$ cat src/rtl/image_loader.sv
// Raster-order frame loader: accepts h*w pixel beats and writes them to image memory.
// Optional overrun flag enabled by defining LOADER_OVERRUN_ERR_EN.
module image_loader #(
    parameter int unsigned WORD  = 8,
    parameter int unsigned MAX_N = 25
) (
    input  logic            clk,
    input  logic            rst,
    input  logic [WORD-1:0] h,
    input  logic [WORD-1:0] w,
    input  logic            start,
    input  logic            in_valid,
    input  logic [WORD-1:0] in_data,
    output logic            in_ready,
    output logic [WORD:0]   w_addr,
    output logic [WORD-1:0] w_data,
    output logic            w_en,
    output logic [WORD-1:0] lines_done,
    output logic            frame_done,
    output logic            busy,
    output logic            err
);

    localparam logic [1:0] StIdle  = 2'd0;
    localparam logic [1:0] StLoad  = 2'd1;
    localparam logic [1:0] StFlush = 2'd2;
    localparam logic [1:0] StDone  = 2'd3;

    // Kernel size is shared across the family but has no role in this block.
    logic unused_max_n;
    assign unused_max_n = ^MAX_N;

    logic [1:0]      state_q, state_d;
    logic [WORD-1:0] h_q, h_d;
    logic [WORD-1:0] w_q, w_d;
    logic [WORD:0]   addr_q, addr_d;
    logic [WORD-1:0] row_q, row_d;
    logic [WORD-1:0] col_q, col_d;
    logic [WORD-1:0] lines_q, lines_d;
    logic [WORD:0]   w_addr_q, w_addr_d;
    logic [WORD-1:0] w_data_q, w_data_d;
    logic            w_en_q, w_en_d;

    logic start_ok;
    logic last_col;
    logic last_row;

    assign start_ok = start && ((state_q == StIdle) || (state_q == StDone));
    assign last_col = (col_q == w_q - WORD'(1));
    assign last_row = (row_q == h_q - WORD'(1));

    always_comb begin
        state_d  = state_q;
        h_d      = h_q;
        w_d      = w_q;
        addr_d   = addr_q;
        row_d    = row_q;
        col_d    = col_q;
        lines_d  = lines_q;
        w_addr_d = w_addr_q;
        w_data_d = w_data_q;
        w_en_d   = 1'b0;

        unique case (state_q)
            StIdle, StDone: begin
                if (start) begin
                    addr_d  = '0;
                    row_d   = '0;
                    col_d   = '0;
                    lines_d = '0;
                    if ((h != '0) && (w != '0)) begin
                        state_d = StLoad;
                        h_d     = h;
                        w_d     = w;
                    end else begin
                        state_d = StDone;
                    end
                end
            end
            StLoad: begin
                if (in_valid) begin
                    w_en_d   = 1'b1;
                    w_addr_d = addr_q;
                    w_data_d = in_data;
                    addr_d   = addr_q + (WORD+1)'(1);
                    if (last_col) begin
                        col_d   = '0;
                        row_d   = row_q + WORD'(1);
                        lines_d = lines_q + WORD'(1);
                        if (last_row) begin
                            state_d = StFlush;
                        end
                    end else begin
                        col_d = col_q + WORD'(1);
                    end
                end
            end
            StFlush: state_d = StDone;
            default: state_d = StIdle;
        endcase
    end

    always_ff @(posedge clk) begin
        if (rst) begin
            state_q  <= StIdle;
            h_q      <= '0;
            w_q      <= '0;
            addr_q   <= '0;
            row_q    <= '0;
            col_q    <= '0;
            lines_q  <= '0;
            w_addr_q <= '0;
            w_data_q <= '0;
            w_en_q   <= 1'b0;
        end else begin
            state_q  <= state_d;
            h_q      <= h_d;
            w_q      <= w_d;
            addr_q   <= addr_d;
            row_q    <= row_d;
            col_q    <= col_d;
            lines_q  <= lines_d;
            w_addr_q <= w_addr_d;
            w_data_q <= w_data_d;
            w_en_q   <= w_en_d;
        end
    end

`ifdef LOADER_OVERRUN_ERR_EN
    logic err_q, err_d;

    // A beat offered while not loading sets the flag even if start clears it the same cycle.
    always_comb begin
        err_d = err_q;
        if (start_ok) begin
            err_d = 1'b0;
        end
        if (in_valid && (state_q != StLoad)) begin
            err_d = 1'b1;
        end
    end

    always_ff @(posedge clk) begin
        if (rst) begin
            err_q <= 1'b0;
        end else begin
            err_q <= err_d;
        end
    end

    assign err = err_q;
`else
    logic unused_start_ok;
    assign unused_start_ok = start_ok;
    assign err = 1'b0;
`endif

    assign in_ready   = (state_q == StLoad);
    assign busy       = (state_q == StLoad) || (state_q == StFlush);
    assign frame_done = (state_q == StDone);
    assign w_addr     = w_addr_q;
    assign w_data     = w_data_q;
    assign w_en       = w_en_q;
    assign lines_done = lines_q;

endmodule

$ cat config.mk
export PLATFORM = sky130hd
export DESIGN_NAME = image_loader
export DESIGN_NICKNAME = d
export VERILOG_FILES = /design/src/rtl/image_loader.sv
export SDC_FILE = /design/constraint.sdc
export NUM_CORES = 1
export LEC_CHECK = 0
export CAP_MARGIN = 10
export CORE_MARGIN = 1
export CORE_UTILIZATION = 65
export CTS_CLUSTER_DIAMETER = 120
export DETAILED_ROUTE_END_ITERATION = 12
export DONT_BUFFER_PORTS = 1
export PLACE_DENSITY_LB_ADDON = 0.05
export SYNTH_ARGS = -nofsm -noshare
export SYNTH_HDL_FRONTEND = slang
export SYNTH_SLANG_ARGS = --single-unit
$ cat constraint.sdc
create_clock -name clk -period 5.3 [get_ports clk]
set_clock_uncertainty 0.05 [all_clocks]
set_input_delay 0.795 -clock clk [delete_from_list [all_inputs] [get_ports clk]]
set_output_delay 0.795 -clock clk [all_outputs]
set_load 0.1 [all_outputs]
# == After elaboration in Yosys (flattened, before gate mapping) ==
# Index checks and enable logic that the tools add are counted.
# totals
reg_bits,69
in_bits,28
# classes
add_sub_neg,6
n_eq_ne,9
muxes,20
bitwise,1
reduce_logical,13
# op_table
operator,n
$mux W8,7
$pmux W8 S2,3
$add A8 B1 Y8 const B,3
$mux W9,2
$pmux W9 S2,1
$eq A8 B8 Y1,2
$reduce_bool A8 Y1,2
$sub A8 B1 Y8 const B,2
$mux W2,5
$add A9 B1 Y9 const B,1
$reduce_and A4 Y1,2
$pmux W2 S3,1
$reduce_and A3 Y1,2
$eq A2 B2 Y1 const B,2
$ne A2 B1 Y1 const B,2
$ne A2 B2 Y1 const B,2
$reduce_or A2 Y1,2
$eq A2 B1 Y1 const B,1
$logic_not A2 Y1,1
$reduce_and A2 Y1,1
$reduce_bool A2 Y1,1
$logic_and A1 B1 Y1,1
$logic_or A1 B1 Y1,1
$mux W1,1
$not A1 Y1,1

# == Logic depth before layout (Yosys ltp) ==
# Gate-level depths: netlist of the first run.
# logic_depth
depth_word,6
mapped_depth,9

# == Least setup slack after synthesis of the first run ==
# No wires, ideal clock.
# synth_path
path_kind,register -> register
start,register w_q[0]
end,register state_q[0]
setup_time_ps,123
arrival_time_ps,2693
setup_slack_ps,2434
path_stages_with_launch,9
path_buffers,0
synth_period_minus_slack_ps,2866
cell_sequence,dfxtp_1 -> inv_1 -> ha_1 -> or3b_4 -> or4_4 -> a2111oi_4 -> o211ai_4 -> o32a_1 -> mux2_1
# synth_via
elab_chain_len,4
# synth_rtl
item,line,source
"start, declared",35,"logic [WORD-1:0] w_q, w_d;"
"start signal, assigned",118,w_q <= w_d;
$sub A8 B1 Y8,49,assign last_col = (col_q == w_q - WORD'(1));
$eq A8 B8 Y1,49,
$ne A2 B1 Y1 (no source line),--,
$reduce_and A4 Y1 (no source line),--,
"end signal, assigned",105,state_q <= StIdle;
"end signal, assigned",116,state_q <= state_d;
"end, declared",33,"logic [1:0] state_q, state_d;"
# No other way between the ends.
# A chain may end at the register's enable or synchronous reset.

# == Final worst setup path of the first run ==
# layout_path
start,register w_q[0]
end,register lines_q[0] (netlist: lines_done[0])
# layout_via
elab_chain_len,4
# layout_rtl
item,line,source
$sub A8 B1 Y8,49,
$eq A8 B8 Y1,49,
$ne A2 B1 Y1 (no source line),--,
$reduce_and A4 Y1 (no source line),--,
"end signal, assigned",122,lines_q <= lines_d;
"end, declared",39,"logic [WORD-1:0] lines_q, lines_d;"
# No other way between the ends.

==> reports/summary.json, run 1 <==
{
  "worstHoldEndpoint": {"value": "w_addr[5]"},
  "final.period_utilization": {"value": 63.6, "unit": "%"},
  "share_clk_of_total_power": {"value": 25.5, "unit": "%"},
  "grt_overflow_total": {"value": 0},
  "post-route-min-period": {"value": 3.37, "unit": "ns"},
  "route.final.wire_length": {"value": 7220, "unit": "µm"},
  "layout.cells.most_common_list": {"value": "sky130_fd_sc_hd__dfxtp_1, sky130_fd_sc_hd__nand2_1, sky130_fd_sc_hd__nor2_1"},
  "synth_adder_area_share": {"value": 3.56, "unit": "%"},
  "drive_gt1_share": {"value": 6.60, "unit": "%"},
  "dieHeight": {"value": 75.5, "unit": "µm"},
  "fmax": {"value": 297, "unit": "MHz"},
  "top_level_ports": {"value": 58},
  "yosys.area_share.simple": {"value": 24.1, "unit": "%"},
  "post_synth.cell_area_avg": {"value": 8.55, "unit": "µm²"},
  "setup_violations": {"value": 0},
  "grt_pass1_wl": {"value": 11600, "unit": "µm"},
  "most_frequent_standard_cell_in_the_layout_excluding_fill_and_tap_cells": {"value": "sky130_fd_sc_hd__dfxtp_1"},
  "ys_seq_elements": {"value": 69},
  "fin_util": {"value": 73.2, "unit": "%"},
  "yosysWarnings": {"value": 0},
  "die-area": {"value": 0.00570, "unit": "mm²"},
  "postRouteAntennaNets": {"value": 0},
  "topRoutingLayerUsed": {"value": "met4"},
  "coreArea": {"value": 0.00514, "unit": "mm²"},
  "cts_max_path_buffers": {"value": 2},
  "synthArstFlopShare": {"value": 0, "unit": "%"},
  "root_buffer": {"value": "sky130_fd_sc_hd__clkbuf_8"},
  "worstSkewPairLatency": {"value": 0.35, "unit": "ns"},
  "switchingPower": {"value": 0.000790, "unit": "W"},
  "cellPowerDensity": {"value": 497, "unit": "mW/mm²"},
  "synth_top_cell_by_area": {"value": "sky130_fd_sc_hd__dfxtp_1"},
  "worstHoldPathCells": {"value": 2},
  "post_synth_instance_area": {"value": 0.00351, "unit": "mm²"},
  "grt_setup_unrepaired": {"value": "no"},
  "rr_worst_depth": {"value": 8},
  "gr-usage-all-layers": {"value": 27.0, "unit": "%"},
  "synth_cells": {"value": 411},
  "worstHoldStart": {"value": "addr_q[5]"},
  "p_leak": {"value": 1.37, "unit": "nW"},
  "status": {"value": "finished, final reports clean"},
  "place_hpwl": {"value": 4950, "unit": "µm"},
  "worst_ep_arrival_time": {"value": 3.60, "unit": "ns"},
  "critical_path.endpoint_type": {"value": "flip-flop"},
  "critical_path.slowest_cell": {"value": "sky130_fd_sc_hd__o2111ai_1"},
  "synth_fp_nets": {"value": 449},
  "synthDominantCellAreaShare": {"value": 39.3, "unit": "%"},
  "cts_num_sinks": {"value": 69},
  "clock_tree.htree_level_count": {"value": 3},
  "cts_bufs_inserted": {"value": 9},
  "holdCritPathClass": {"value": "flip-flop to flip-flop"},
  "ir_drop": {"value": 0.000374, "unit": "V"},
  "crit-reg2reg-capture": {"value": "lines_done[0]"},
  "post_cts_setup_driven_buffer_insertion_count": {"value": 0},
  "grt_antenna_before_repair": {"value": 0},
  "power.share.combinational": {"value": 36.9, "unit": "%"},
  "cap_violations": {"value": 0},
  "post_synth_mux_area_share": {"value": 8.05, "unit": "%"},
  "power.sequential.fraction": {"value": 37.6, "unit": "%"},
  "p_int": {"value": 0.00108, "unit": "W"},
  "first_global_vias": {"value": 2561},
  "worst-path-max-fanout": {"value": 14},
  "yosys.cell_types.count": {"value": 52},
  "synth_xor_xnor_area_share": {"value": 8.48, "unit": "%"},
  "detail_route.first_pass.iterations": {"value": 4},
  "switching_share": {"value": 42.3, "unit": "%"},
  "dieWidth": {"value": 75.5, "unit": "µm"},
  "cp_cell_sequence": {"value": "inv_1 > ha_1 > or3b_4 > or4_4 > a2111oi_4 > o2111ai_1 > or3_1 > a21oi_1"},
  "routedWlPerCell": {"value": 15.1, "unit": "µm"},
  "clkSlewWorstSetupHoldPaths": {"value": 0.08, "unit": "ns"},
  "routabilityCongestion": {"value": 0.801},
  "timing.setup.tns": {"value": 0, "unit": "ns"},
  "slew_headroom": {"value": 23.2, "unit": "%"},
  "floorplan.initialDensity": {"value": 68.3, "unit": "%"},
  "synth_enable_flop_cells": {"value": 0},
  "required": {"value": 5.53, "unit": "ns"},
  "met2_length": {"value": 3380, "unit": "µm"},
  "post_cts.resized_instances": {"value": 0},
  "timing.final.max_slew_violations": {"value": 0},
  "filler_cell_count": {"value": 435},
  "drcViolationCount": {"value": 0},
  "placementRows": {"value": 26},
  "grt_start_max_net_pins": {"value": 56},
  "ys_seq_area_share": {"value": 39.3, "unit": "%"},
  "dominantRegCellSynth": {"value": "sky130_fd_sc_hd__dfxtp_1"},
  "io_buffers": {"value": 0},
  "reg2reg_from": {"value": "w_q[0]"},
  "avgViaCountPerCell": {"value": 5.89},
  "vias": {"value": 2823},
  "synth-compound-area-share": {"value": 12.9, "unit": "%"},
  "hold_buf_count_cts": {"value": 0},
  "clock_tree_from_tritoncts": {"value": "built"},
  "worstSetupPathType": {"value": "flip-flop to flip-flop"},
  "worst_path_largest_cell_delay": {"value": 0.63, "unit": "ns"},
  "areaGrowthSynthToFinish": {"value": 7.16, "unit": "%"},
  "timing_hold_violations_final": {"value": 0},
  "layout.nets": {"value": 443},
  "dominant_combinational_cell_family_by_area_after_synthesis": {"value": "simple AND/OR/NAND/NOR gates"},
  "diodes": {"value": 0},
  "rrSetupSlack": {"value": 1.93, "unit": "ns"},
  "worstSetupStartpointType": {"value": "flip-flop"},
  "wl_met3": {"value": 400, "unit": "µm"},
  "worstMarginPinSlew": {"value": 1.15, "unit": "ns"},
  "routedLengthMet1": {"value": 3340, "unit": "µm"},
  "drt-initial-drc-count": {"value": 175},
  "synth.area.top_cells": {"value": "sky130_fd_sc_hd__dfxtp_1, sky130_fd_sc_hd__mux2i_1, sky130_fd_sc_hd__nand2_1"}
}
[registers in the layout, indices dropped and copies added (netlist names)]
| register | count |
|---|---|
| col_q | 8 |
| w_addr | 9 |
| addr_q | 9 |
| state_q | 2 |
| row_q | 8 |
| h_q | 8 |
| w_en | 1 |
| w_data | 8 |
| w_q | 8 |
| lines_done | 8 |
[routing by layer]
metal,GRT usage [%],up-vias
met5,0,-
met4,8.64,0
li1,-,1423
met3,6.88,11
met1,34.9,1309
met2,44.2,80
[Yosys cell counts (2+ instances only)]
master	count
sky130_fd_sc_hd__dfxtp_1	69
sky130_fd_sc_hd__nand2_1	63
sky130_fd_sc_hd__nor2_1	34
sky130_fd_sc_hd__a21oi_1	33
sky130_fd_sc_hd__mux2i_1	26
sky130_fd_sc_hd__xnor2_1	20
sky130_fd_sc_hd__nand3_1	17
sky130_fd_sc_hd__clkbuf_1	15
sky130_fd_sc_hd__xor2_1	14
sky130_fd_sc_hd__inv_1	12
sky130_fd_sc_hd__nor3_1	12
sky130_fd_sc_hd__nand4_1	11
sky130_fd_sc_hd__ha_1	10
sky130_fd_sc_hd__nand2b_1	10
sky130_fd_sc_hd__nor4_1	5
sky130_fd_sc_hd__or3_1	5
sky130_fd_sc_hd__a31oi_1	4
sky130_fd_sc_hd__and3_1	4
sky130_fd_sc_hd__and2_1	3
sky130_fd_sc_hd__nor2b_1	3
sky130_fd_sc_hd__o21ai_0	3
sky130_fd_sc_hd__a2111oi_2	2
sky130_fd_sc_hd__a21o_1	2
sky130_fd_sc_hd__buf_1	2
sky130_fd_sc_hd__mux2_1	2
sky130_fd_sc_hd__o2111a_1	2
sky130_fd_sc_hd__o2111ai_1	2
sky130_fd_sc_hd__or4_4	2
[layout make-up]
class	count	area, µm²	share of cell area [%]
Tap cell	70	87.6	2.33
Multi-Input combinational cell	311	2010	53.5
Sequential cell	69	1380	36.7
Clock inverter	5	85.1	2.26
Clock buffer	10	138	3.66
Timing Repair Buffer	2	15.0	0.399
Inverter	12	45.0	1.20
[through the flow]
stage          hold WS (ns)  setup WS, ns  cells  area (µm²)  total power (W)
4_1_cts               0.430          1.98    478        3760          0.00187
5_1_grt               0.448          1.75    479        3760          0.00197
6_report              0.420          1.93    479        3760          0.00187
3_5_place_dp          0.418          1.99    463        3530          0.00139
3_3_place_gp          0.397          2.07    463        3530          0.00137
2_1_floorplan         0.394          2.43    411        3510          0.00128
[worst max path at each step]
stage | slack [ns] | startpoint | end
after floorplan | 2.43 | w_q[0] | state_q[0]
after global placement | 2.07 | w_q[0] | lines_done[0]
after detailed placement | 1.99 | w_q[0] | lines_done[0]
after CTS | 1.98 | w_q[0] | lines_done[0]
after global routing | 1.75 | w_q[0] | lines_done[0]
final | 1.93 | w_q[0] | lines_done[0]
[power groups by stage]
stage          clock network [W]  logic (W)  registers, W
2_1_floorplan                  0   0.000588      0.000695
3_5_place_dp                   0   0.000679      0.000713
3_3_place_gp                   0   0.000662      0.000711
6_report                0.000477   0.000690      0.000703
4_1_cts                 0.000483   0.000686      0.000701
5_1_grt                 0.000506   0.000753      0.000711
[cells by family (layout without fill, tap and decap cells)]
logic type,count (synthesis),after routing
AOI/OAI and AO/OA,62,62
xor gates and xnor gates,34,34
adders and majority gates,10,10
buffers and inverters,31,29
DFF,69,69
muxes,28,28
other,1,1
and+or+nand+nor,176,176
[critical path: cells and delay by family (launching register included)]
kind	cells	cell delay, ns
simple gates	3	1.38
buf+inv	1	0.07
flops	1	0.35
fa+ha+maj	1	0.17
compound gates	3	1.29
No activity file was read; power rests on OpenSTA's default activity.
==> inputs of run 2 (changes only) <==
CORE_UTILIZATION = 63   (was 65)
clock period = 3.2 ns   (was 5.3 ns; I/O delays follow)
==> run 2 against run 1 <==
Maximum frequency rose by 9.3%. Via count barely moved. Clock power rose by 39%. Count of clock-buffer cells in the layout did not move. Total power rose by 59%. Sequential power rose by 65%. Combinational power rose by 65%. Critical path type unchanged. Critical endpoint is now state_q[0]. Largest cell class unchanged.
==> reports/summary.json, run 2 (synthesized netlist as in run 1, its figures left out) <==
{
  "status": {"value": "finished, final reports clean"},
  "setup_ws": {"value": 0.118, "unit": "ns"},
  "drcViolationCount": {"value": 0},
  "fmax": {"value": 324, "unit": "MHz"},
  "critical_path.endpoint_type": {"value": "flip-flop"},
  "drt-initial-drc-count": {"value": 117},
  "route.final.wire_length": {"value": 7130, "unit": "µm"},
  "avgViaCountPerCell": {"value": 5.78},
  "crit-reg2reg-capture": {"value": "state_q[0]"},
  "timing_hold_violations_final": {"value": 0},
  "hold_buf_count_cts": {"value": 0},
  "layout.nets": {"value": 452},
  "dieHeight": {"value": 76.7, "unit": "µm"},
  "cts_max_path_buffers": {"value": 2},
  "worstSetupStartpointType": {"value": "flip-flop"},
  "worstSkewPairLatency": {"value": 0.35, "unit": "ns"},
  "vias": {"value": 2825},
  "place_hpwl": {"value": 4960, "unit": "µm"},
  "final.period_utilization": {"value": 96.3, "unit": "%"},
  "first_global_vias": {"value": 2699},
  "switchingPower": {"value": 0.00133, "unit": "W"},
  "grt_overflow_total": {"value": 0},
  "worst-path-max-fanout": {"value": 7},
  "switching_share": {"value": 44.8, "unit": "%"},
  "grt_start_max_net_pins": {"value": 56},
  "postRouteAntennaNets": {"value": 0},
  "dieWidth": {"value": 76.7, "unit": "µm"},
  "routabilityCongestion": {"value": 0.807},
  "post_cts.resized_instances": {"value": 0},
  "clock_tree_from_tritoncts": {"value": "built"},
  "clock_tree.htree_level_count": {"value": 3},
  "power.sequential.fraction": {"value": 39.1, "unit": "%"},
  "routedWlPerCell": {"value": 14.6, "unit": "µm"},
  "power.share.combinational": {"value": 38.6, "unit": "%"},
  "required": {"value": 3.39, "unit": "ns"},
  "layout.cells.most_common_list": {"value": "sky130_fd_sc_hd__dfxtp_1, sky130_fd_sc_hd__nand2_1, sky130_fd_sc_hd__nor2_1"},
  "timing.critical_path.to": {"value": "state_q[0]"},
  "clkSlewWorstSetupHoldPaths": {"value": 0.08, "unit": "ns"},
  "detail_route.first_pass.iterations": {"value": 4},
  "setup_violations": {"value": 0},
  "ir_drop": {"value": 0.000467, "unit": "V"},
  "areaGrowthSynthToFinish": {"value": 7.98, "unit": "%"},
  "cellPowerDensity": {"value": 782, "unit": "mW/mm²"},
  "post_cts_setup_driven_buffer_insertion_count": {"value": 0},
  "placementRows": {"value": 26},
  "root_buffer": {"value": "sky130_fd_sc_hd__clkbuf_8"},
  "floorplan.initialDensity": {"value": 67.1, "unit": "%"},
  "io_buffers": {"value": 0},
  "grt_antenna_before_repair": {"value": 0},
  "grt_setup_unrepaired": {"value": "no"},
  "cts_num_sinks": {"value": 69},
  "most_frequent_standard_cell_in_the_layout_excluding_fill_and_tap_cells": {"value": "sky130_fd_sc_hd__dfxtp_1"},
  "post-route-min-period": {"value": 3.08, "unit": "ns"},
  "p_int": {"value": 0.00164, "unit": "W"},
  "top_level_ports": {"value": 58},
  "worst_ep_arrival_time": {"value": 3.27, "unit": "ns"},
  "cts_bufs_inserted": {"value": 9},
  "p_leak": {"value": 1.40, "unit": "nW"},
  "dpl_worst_slack": {"value": 0.140, "unit": "ns"},
  "rrSetupSlack": {"value": 0.12, "unit": "ns"},
  "timing.final.max_slew_violations": {"value": 0},
  "crit_start": {"value": "w_q[0]"},
  "timing.setup.tns": {"value": 0, "unit": "ns"},
  "worstSetupPathType": {"value": "flip-flop to flip-flop"},
  "cap_violations": {"value": 0},
  "rr_worst_depth": {"value": 8},
  "holdCritPathClass": {"value": "input pin to flip-flop"},
  "die-area": {"value": 0.00588, "unit": "mm²"},
  "drive_gt1_share": {"value": 8.83, "unit": "%"},
  "reg2reg_from": {"value": "w_q[0]"},
  "grt_pass1_wl": {"value": 12200, "unit": "µm"},
  "worstMarginPinSlew": {"value": 1.06, "unit": "ns"},
  "share_clk_of_total_power": {"value": 22.3, "unit": "%"},
  "diodes": {"value": 0},
  "coreArea": {"value": 0.00524, "unit": "mm²"},
  "gr-usage-all-layers": {"value": 26.1, "unit": "%"},
  "slew_headroom": {"value": 29.1, "unit": "%"}
}
-- run 2: how the worst min path moves through the flow --
stage	to	cells past startpoint	slack [ns]	start
CTS	w_addr[1]	1	0.12	rst
global route	w_addr[1]	1	0.13	rst
floorplan	w_addr[8]	2	0.39	addr_q[8]
global placement	w_addr[8]	2	0.40	addr_q[8]
detailed placement	w_addr[8]	2	0.42	addr_q[8]
finish	col_q[4]	1	0.14	rst
-- run 2: cell type report --
cell class                 count  area, µm²
inverter                      12       45.0
tap                           70       87.6
fill                         439       1450
sequential                    69       1380
multi-input combinational    311       2010
timing repair buffer          11       82.6
clock buffer                  10        138
clock inverter                 6       46.3
-- run 2: worst max-delay path: stages (launching register included) --
cell,delay [ns]
sky130_fd_sc_hd__dfxtp_1,0.36
sky130_fd_sc_hd__inv_1,0.08
sky130_fd_sc_hd__ha_1,0.17
sky130_fd_sc_hd__or3b_4,0.40
sky130_fd_sc_hd__or4_4,0.44
sky130_fd_sc_hd__a2111oi_4,0.51
sky130_fd_sc_hd__o211ai_4,0.22
sky130_fd_sc_hd__o32a_1,0.42
sky130_fd_sc_hd__mux2_1,0.31
-- run 2: power groups by stage --
stage / clock, W / combinational, W / sequential (W)
finish: 0.000662 / 0.00114 / 0.00116
global route: 0.000706 / 0.00126 / 0.00118
CTS: 0.000676 / 0.00114 / 0.00116
detailed placement: 0 / 0.00113 / 0.00118
global placement: 0 / 0.00110 / 0.00118
floorplan: 0 / 0.000974 / 0.00115
-- run 2: per-layer routing --
layer | part of all wire (%) | GRT usage [%]
met2 | 47 | 41.6
met1 | 48 | 33.3
met5 | 0 | 0
met3 | 3.5 | 6.19
met4 | 1.7 | 11.7
-- run 2: stage by stage --
stage | area [µm²] | utilization (%) | hold slack, ns | cells | power [W]
floorplan | 3510 | - | 0.394 | 411 | 0.00212
global placement | 3600 | 68.8 | 0.401 | 472 | 0.00228
detailed placement | 3600 | 68.8 | 0.419 | 472 | 0.00231
CTS | 3780 | 72.3 | 0.125 | 488 | 0.00297
global route | 3790 | 72.4 | 0.125 | 489 | 0.00314
finish | 3790 | 72.4 | 0.140 | 489 | 0.00297
